**config.mk**
```make
export PLATFORM = sky130hd
export DESIGN_NAME = serial_adder_ctrl
export DESIGN_NICKNAME = d
export VERILOG_FILES = /design/src/rtl/serial_add_pkg.sv /design/src/rtl/full_adder.sv /design/src/rtl/serial_adder_ctrl.sv
export SDC_FILE = /design/constraint.sdc
export NUM_CORES = 1
export LEC_CHECK = 0
export CAP_MARGIN = 0
export CORE_MARGIN = 3
export CORE_UTILIZATION = 51
export DETAILED_ROUTE_END_ITERATION = 10
export MAX_ROUTING_LAYER = met4
export PLACE_DENSITY = 0.9
export RECOVER_POWER = 25
export SKIP_CTS_REPAIR_TIMING = 1
export SYNTH_ARGS = -nofsm -noshare
export SYNTH_HDL_FRONTEND = slang
export SYNTH_SLANG_ARGS = --single-unit
```
**constraint.sdc**
```tcl
create_clock -name clk -period 1.7 [get_ports clk]
set_input_delay 0.51 -clock clk [delete_from_list [all_inputs] [get_ports clk]]
set_output_delay 0.51 -clock clk [all_outputs]
set_load 0.05 [all_outputs]
```
**src/rtl/serial_add_pkg.sv**
```systemverilog
// Shared types for the bit-serial adder controller.
package serial_add_pkg;

   typedef enum logic [1:0] {IDLE, RUN, DONE} sa_state_t;

   localparam int SA_DEFAULT_WIDTH = 8;

endpackage

```
**src/rtl/full_adder.sv**
```systemverilog
// One-bit full adder used as the arithmetic core of the serial adder.
module full_adder (
   output logic sum,
   output logic cout,
   input  logic a,
   input  logic b,
   input  logic cin
);

   assign sum  = a ^ b ^ cin;
   assign cout = (a & b) | (cin & (a ^ b));

endmodule

```
**src/rtl/serial_adder_ctrl.sv**
```systemverilog
// Bit-serial WIDTH-bit adder: one operand bit pair per clock, LSB first,
// through a single full_adder with the carry registered between bits.
module serial_adder_ctrl
   import serial_add_pkg::*;
#(
   parameter  int WIDTH = SA_DEFAULT_WIDTH,
   localparam int CW    = $clog2(WIDTH)
) (
   input  logic             clk,
   input  logic             reset,
   input  logic             start,
   input  logic [WIDTH-1:0] a,
   input  logic [WIDTH-1:0] b,
   input  logic             cin,
   output logic             busy,
   output logic             done,
   output logic [WIDTH-1:0] sum,
   output logic             cout,
   output sa_state_t        state_dbg
);

   // Handshake: start is only sampled while busy is low; a request seen
   // while busy is dropped. done pulses for one cycle when sum/cout update.
   sa_state_t        state_q, state_d;
   logic [WIDTH-1:0] a_sr, b_sr, acc;
   logic [CW-1:0]    count;
   logic             carry;
   logic             fa_sum, fa_cout;
   logic             last_bit;

   full_adder u_fa (fa_sum, fa_cout, a_sr[0], b_sr[0], carry);

   assign last_bit  = (count == CW'(WIDTH-1));
   assign busy      = (state_q != IDLE);
   assign done      = (state_q == DONE);
   assign state_dbg = state_q;

   always_ff @(posedge clk or posedge reset) begin
      if (reset) state_q <= IDLE;
      else       state_q <= state_d;
   end

   always_comb begin
      state_d = state_q;
      case (state_q)
         IDLE:    if (start) state_d = RUN;
         RUN:     if (last_bit) state_d = DONE;
         DONE:    state_d = IDLE;
         default: state_d = IDLE;
      endcase
   end

   always_ff @(posedge clk or posedge reset) begin
      if (reset) begin
         a_sr  <= '0;
         b_sr  <= '0;
         acc   <= '0;
         count <= '0;
         carry <= 1'b0;
         sum   <= '0;
         cout  <= 1'b0;
      end else begin
         case (state_q)
            IDLE: begin
               if (start) begin
                  a_sr  <= a;
                  b_sr  <= b;
                  carry <= cin;
                  count <= '0;
                  acc   <= '0;
               end
            end
            RUN: begin
               // New sum bit enters at the MSB so the LSB lands at bit 0 last.
               acc   <= {fa_sum, acc[WIDTH-1:1]};
               carry <= fa_cout;
               a_sr  <= {1'b0, a_sr[WIDTH-1:1]};
               b_sr  <= {1'b0, b_sr[WIDTH-1:1]};
               count <= count + CW'(1);
               if (last_bit) begin
                  sum  <= {fa_sum, acc[WIDTH-1:1]};
                  cout <= fa_cout;
               end
            end
            default: ;
         endcase
      end
   end

endmodule

```
==> flow_summary.toml, run 1 <==
[min_path]
hold_depth = 1
hold_class = "reg2reg"

[sta]
fin_setup_tns_ns = -0.0700
maxSlewViolCount = 0
fin_hold_ws_ns = 0.507
maxSlewHeadroom_pct = 71.5
skew_ns = 0.0103
period_share_pct = 103
setup_slack_ns = -0.0446
fmax_mhz = 573
layout_min_cycle_time_ns = 1.74
worst_slew_pin_slew_ns = 0.427
setup_viol = 2
hold_viol = 0
rsz0062_at_grt = "true"

[critical_path]
worstPathArrival_ns = 1.23
worstSetupPathDepth = 3
worstPathRequired_ns = 1.19
end_kind = "output pin"
worst_path_largest_cell_delay_ns = 0.47
critical-path-slowest-cell = "dfrtp_2"
crit_fanout = 6
critPathBufInv = 2
path_cells = "buf_6 > nor2b_4 > buf_12"
crit_type = "reg2out"
reg2regPathDepth = 4
start_kind = "flop"
cp_top_family = "flip-flops"

[yosys]
syn-mean-instance-area_um2 = 12.5
yosys_warnings = 0
synth_cell_type_count = 29
ys_ff_latch = 38
synth_nets = 159
syn_area_um2 = 1700
postSynthCellCount = 136
yosysSeqAreaShare_pct = 56.0

[global_routing]
grt.total_usage_pct = 20.8
antenna_found_initial = 0
grt_remaining_overflow = 0
grt_max_degree = 17
grt_pass1_vias = 1328
grt_pass1_wl_um = 6290

[die]
core-area_um2 = 3130
start_util_pct = 54.3
rows = 20
die_w_um = 63.7
die_h_um = 63.7
die_area_um2 = 4060
ios = 33

[routing]
first_pass_iters = 5
vias = 1301
viasPerCell = 5.61
detail_route.wl_per_cell_um = 16.4
drt_wl_total_um = 3800
ant_nets = 0
drc = 0
drt-initial-drc-count = 56

[clock_tree]
clk_path_buf_depth = 2
tritoncts = "built"
numCtsBuffers = 5
clock_latency_ns = 0.34
ctsHtreeMaxLevel = 2
cts.sinks = 38
clkTransAtPathRegs_ns = 0.10
cts_root_buf = "clkbuf_4"

[placed_design]
dp.cells = 218
post-dp-hpwl_um = 2850
io_buffers = 32
place.gp.congestion = 0.837
post-place-ws_ns = -0.160

[pwr]
power_leakage_nw = 1.07
power.density_nw_per_um2 = 1890
peakVddDrop_mv = 0.943

[outcome]
outcome = "complete, but fails checks"
violations = "negative setup slack"

[layout]
final_nets = 211
syn_to_final_growth_pct = 40.4
layout-drive-gt1-share_pct = 31.9
utilization_pct = 76.3
finalNonFillerCells = 232
antenna_cells = 0

[flow_run]
cap_viol_max_count = 0
## report_power, final
| group | switching (mW) | total [mW] | internal [mW] |
|---|---|---|---|
| Combinational | 1.14 | 2.37 | 1.23 |
| Sequential | 0.337 | 1.66 | 1.32 |
| Clock | 0.280 | 0.475 | 0.195 |
## Yosys cell counts
master    count  area, µm²
a21oi_1       6       30.0
o22a_1        5       43.8
buf_6         1       11.3
nor2b_4       1       13.8
nor2b_1       5       31.3
a32o_1        2       20.0
nand3b_1      2       15.0
nand2b_2      1       8.76
a22o_1        9       78.8
buf_2         1       5.00
fa_1          1       20.0
nor2_1        1       3.75
nor3b_1       9       67.6
nand2_2       1       6.26
nor2_2        2       12.5
o221a_2       2       22.5
a221o_1       4       40.0
mux2_2        9        101
o21ai_0       4       20.0
buf_4         4       30.0
inv_1         8       30.0
clkbuf_1      1       3.75
nand2_1       5       18.8
a221oi_1      4       35.0
nand2b_1      6       37.5
o21bai_2      1       11.3
dfrtp_1      38        951
ha_1          2       25.0
o21ai_1       1       5.00
## per-layer routing
metal  wire (µm)  track usage (%)
met1        1570             24.0
met2        1990             34.2
met3         189             5.70
met4          59             8.36
met5           0                -
## cell families (layout without fill, tap and decap cells)
group / count (synthesis) / in the layout / share of synthesized area (%)
mux: 9 / 9 / 5.96
fa+ha+maj: 3 / 3 / 2.65
flops: 38 / 38 / 56.0
compound gates: 38 / 38 / 18.0
buf+inv: 15 / 67 / 4.71
simple gates: 33 / 33 / 12.7
## stage by stage
stage / cell area, µm² / total power [mW]
final: 2390 / 4.51
after global routing: 2390 / 4.76
after CTS: 2330 / 4.43
after detailed placement: 2270 / 3.96
after global placement: 2270 / 3.83
after floorplan: 1720 / 2.98
## layout by cell type, fill, tap and decap left out, drive strengths merged, types with 3 or more instances in the layout
cell type and instances:
inv 7, a221o 4, a221oi 4, o22a 5
clkdlybuf4s50 18, nand2 6, nand2b 7, a22o 9
a21oi 6, buf 31, nor3b 9, nor2 3
nor2b 6, dfrtp 38, clkbuf 9, mux2 9
o21ai 5
## flip-flops by register name (all words and copies together) (netlist names)
register	count
cout	1
carry	1
b_sr	8
acc	7
a_sr	8
state_dbg	2
count	3
sum	8
## worst paths after layout
path / slack (ns) / endpoint / startpoint
max in group asynchronous: 0.48 / sum[1]$_DFFE_PP0P_ / reset
setup / recovery: -0.04 / done / state_dbg[0]$_DFFE_PP0P_
setup reg to reg: 0.13 / sum[3]$_DFFE_PP0P_ / state_dbg[1]$_DFFE_PP0P_
min in group asynchronous: 0.56 / state_dbg[1]$_DFFE_PP0P_ / reset
hold / removal: 0.51 / b_sr[7]$_DFFE_PP0P_ / b_sr[7]$_DFFE_PP0P_
hold reg to reg: 0.51 / b_sr[7]$_DFFE_PP0P_ / b_sr[7]$_DFFE_PP0P_
## cell type report
class,count,area [µm²]
Fill cell,208,742
Multi-Input combinational cell,83,686
Sequential cell,38,953
Tap cell,44,55.1
Clock buffer,7,55.1
Inverter,8,33.8
Timing Repair Buffer,52,603
Power figures use the tool's default switching activity.
==> inputs of run 2 (changes only) <==
--- a/config.mk
+++ b/config.mk
@@ -5,6 +5,7 @@
 export SDC_FILE = /design/constraint.sdc
 export NUM_CORES = 1
 export LEC_CHECK = 0
+export ABC_CLOCK_PERIOD_IN_PS = 1700
 export CAP_MARGIN = 0
 export CORE_MARGIN = 3
 export CORE_UTILIZATION = 51
==> results of run 2 <==
No change in the layout: final DEF, timing and power equal those of run 1.
==> inputs of run 3 (changes only) <==
--- a/config.mk
+++ b/config.mk
@@ -8,12 +8,15 @@
 export ABC_CLOCK_PERIOD_IN_PS = 1700
 export CAP_MARGIN = 0
 export CORE_MARGIN = 3
-export CORE_UTILIZATION = 51
+export CORE_UTILIZATION = 50
 export DETAILED_ROUTE_END_ITERATION = 10
 export MAX_ROUTING_LAYER = met4
-export PLACE_DENSITY = 0.9
+export PLACE_DENSITY = 0.89
 export RECOVER_POWER = 25
 export SKIP_CTS_REPAIR_TIMING = 1
+export SKIP_LAST_GASP = 1
 export SYNTH_ARGS = -nofsm -noshare
 export SYNTH_HDL_FRONTEND = slang
+export SYNTH_HIERARCHICAL = 1
 export SYNTH_SLANG_ARGS = --single-unit
+export TNS_END_PERCENT = 30
==> run 3 against run 2 <==
Effect of this change:
- the flow still finishes with violations (negative setup slack)
- via count decreased by 1.4%
- non-clock buffer count decreased by 8
- cell count decreased by 4.7%
- sequential power about the same
- critical path depth unchanged
- clock skew decreased by 0.0028 ns
- die area decreased by 1.9%
- setup slack got worse by 0.0057 ns
- synthesized cell count unchanged
- register-to-register slack improved by 0.08 ns
- critical endpoint unchanged
- largest cell class unchanged
- highest routed layer unchanged
==> flow_summary.toml, run 3 <==
[critical_path]
reg2reg_to = "a_sr[6]$_DFFE_PP0P_"
critPathBufInv = 2
worstPathRequired_ns = 1.19
cp_top_family = "flip-flops"
worstPathArrival_ns = 1.24
crit_fanout = 7
path_cells = "buf_4 > nor2_4 > buf_12"
worst_path_largest_cell_delay_ns = 0.48
critical-path-slowest-cell = "dfrtp_2"
start_kind = "flop"
end_kind = "output pin"
reg2regPathDepth = 3
reg2reg_from = "state_dbg[0]$_DFFE_PP0P_"
reg2reg_setup_slack_ns = 0.21
crit_type = "reg2out"

[yosys]
postSynthCellCount = 136
synth_area_leaders = "dfrtp_1 (58%), o22ai_1 (7.7%), mux2_1 (6.2%)"
async_reset_ff_share_pct = 100
synth_cell_type_count = 25
synth.most_common_cell = "dfrtp_1"
synthFlopType = "dfrtp_1"
yosysSeqAreaShare_pct = 58.3
syn-mean-instance-area_um2 = 12.0
yosys_warnings = 6
synth_nets = 159
netlist.area_leader.share_pct = 58.3
synth_edf_count = 0
ys_ff_latch = 38
yosysTopAreaCell = "dfrtp_1"
syn_area_um2 = 1630
yosys-top-cells-count = "dfrtp_1 (38), o22ai_1 (20), a21oi_1 (13)"

[sta]
period_share_pct = 103
rsz0062_at_grt = "true"
skew_ns = 0.00752
maxSlewHeadroom_pct = 38.9
fin_hold_ws_ns = 0.506
hold_viol = 0
maxSlewViolCount = 0
layout_min_cycle_time_ns = 1.75
fmax_mhz = 571
worst_slew_pin_slew_ns = 0.916
setup_slack_ns = -0.0503
setup_viol = 2

[layout]
final_nets = 200
finalNonFillerCells = 221
syn_to_final_growth_pct = 35.9
antenna_cells = 0
layout-drive-gt1-share_pct = 21.5
top_regs = "a_sr (8), b_sr (8), sum (8)"
layout_commonest_cell = "dfrtp_1"
utilization_pct = 72.0
final_cell_mix = "dfrtp_1 (36), o22ai_1 (20), clkdlybuf4s50_1 (18)"
fin_area_um2 = 2220

[pwr]
power_mw = 4.12
p_int_mw = 2.46
comb_power_share_pct = 49.9
power_frac_seq_pct = 39.9
clkPwrFrac_pct = 10.2
power.density_nw_per_um2 = 1860
peakVddDrop_mv = 0.965
power_leakage_nw = 0.975
swShare_pct = 40.2
power_switching_mw = 1.66

[clock_tree]
numCtsBuffers = 5
cts_root_buf = "clkbuf_4"
clock_latency_ns = 0.34
cts.sinks = 38
clk_path_buf_depth = 2
ctsHtreeMaxLevel = 2
tritoncts = "built"
clkTransAtPathRegs_ns = 0.10

[min_path]
holdCritStartpoint = "count[0]$_DFFE_PP0P_"
hold_class = "reg2reg"
hold_depth = 1
holdPathEnd = "count[0]$_DFFE_PP0P_"

[flow_run]
cap_viol_max_count = 0

[routing]
drt_wl_total_um = 3510
ant_nets = 0
first_pass_iters = 4
detail_route.wl_per_cell_um = 15.9
drc = 0
vias = 1283
drt-initial-drc-count = 60
viasPerCell = 5.81

[global_routing]
grt_pass1_wl_um = 5720
grt.total_usage_pct = 19.4
grt_max_degree = 39
grt_pass1_vias = 1270
grt_remaining_overflow = 0
antenna_found_initial = 0

[placed_design]
io_buffers = 32
post-dp-hpwl_um = 2470
place.gp.congestion = 0.798
dp.cells = 208
dpl_cell_area_um2 = 2140

[die]
die_w_um = 63.1
start_util_pct = 53.0
die_area_um2 = 3980
die_h_um = 63.1
rows = 20
ios = 33
core-area_um2 = 3080

[outcome]
outcome = "complete, but fails checks"
violations = "negative setup slack"
## run 3: cell count changes after synthesis, moves of 5 or more
| cell | delta |
|---|---|
| nor3b_1 | -7 |
| a21oi_1 | +7 |
| buf_2 | +5 |
| mux2_1 | +9 |
| o22ai_1 | +20 |
| mux2_2 | -9 |
## run 3: power by group through the flow
stage	Sequential, mW	Combinational [mW]	Clock (mW)
final	1.64	2.05	0.421
after global routing	1.69	2.21	0.483
after CTS	1.67	1.96	0.434
after detailed placement	1.69	1.96	0
after global placement	1.66	1.87	0
after floorplan	1.88	0.957	0
## run 3: cell type report
cell class | instances | area, µm²
Multi-Input combinational cell | 81 | 612
Inverter | 7 | 26.3
Sequential cell | 38 | 953
Timing Repair Buffer | 44 | 526
Tap cell | 44 | 55.1
Fill cell | 214 | 861
Clock buffer | 7 | 45.0
## run 3: worst max-delay path by stage
stage | depth (start not counted) | slack (ns) | endpoint | start
after floorplan | 3 | -0.003 | busy | state_dbg[0]$_DFFE_PP0P_
after global placement | 3 | -0.12 | a_sr[6]$_DFFE_PP0P_ | start
after detailed placement | 3 | -0.19 | a_sr[6]$_DFFE_PP0P_ | start
after CTS | 3 | -0.12 | busy | state_dbg[0]$_DFFE_PP0P_
after global routing | 3 | -0.09 | done | state_dbg[0]$_DFFE_PP0P_
final | 3 | -0.05 | done | state_dbg[0]$_DFFE_PP0P_
## run 3: routing by layer
layer,track usage (%),share of wire (%),vias up
met5,-,0,-
met4,5.23,4.1,0
met3,6.42,6.8,16
met2,34.0,51,58
met1,21.0,38,620
li1,-,-,589
## run 3: cell families (layout without fill, tap and decap cells)
kind of cell	count (synthesis)	in the layout	share of synthesized area (%)
multiplexers	9	9	6.21
buffers and inverters	17	58	4.83
flip-flops	38	38	58.3
AND/OR/NAND/NOR	18	18	6.36
adder cells (fa/ha/maj)	3	3	2.76
AO/OA/AOI/OAI	51	51	21.5
## run 3: per-stage QoR
stage,setup WS (ns),TNS [ns]
2_1_floorplan,-0.00293,-0.00293
3_3_place_gp,-0.124,-1.91
3_5_place_dp,-0.193,-2.91
4_1_cts,-0.121,-0.208
5_1_grt,-0.0937,-0.171
6_report,-0.0503,-0.0724
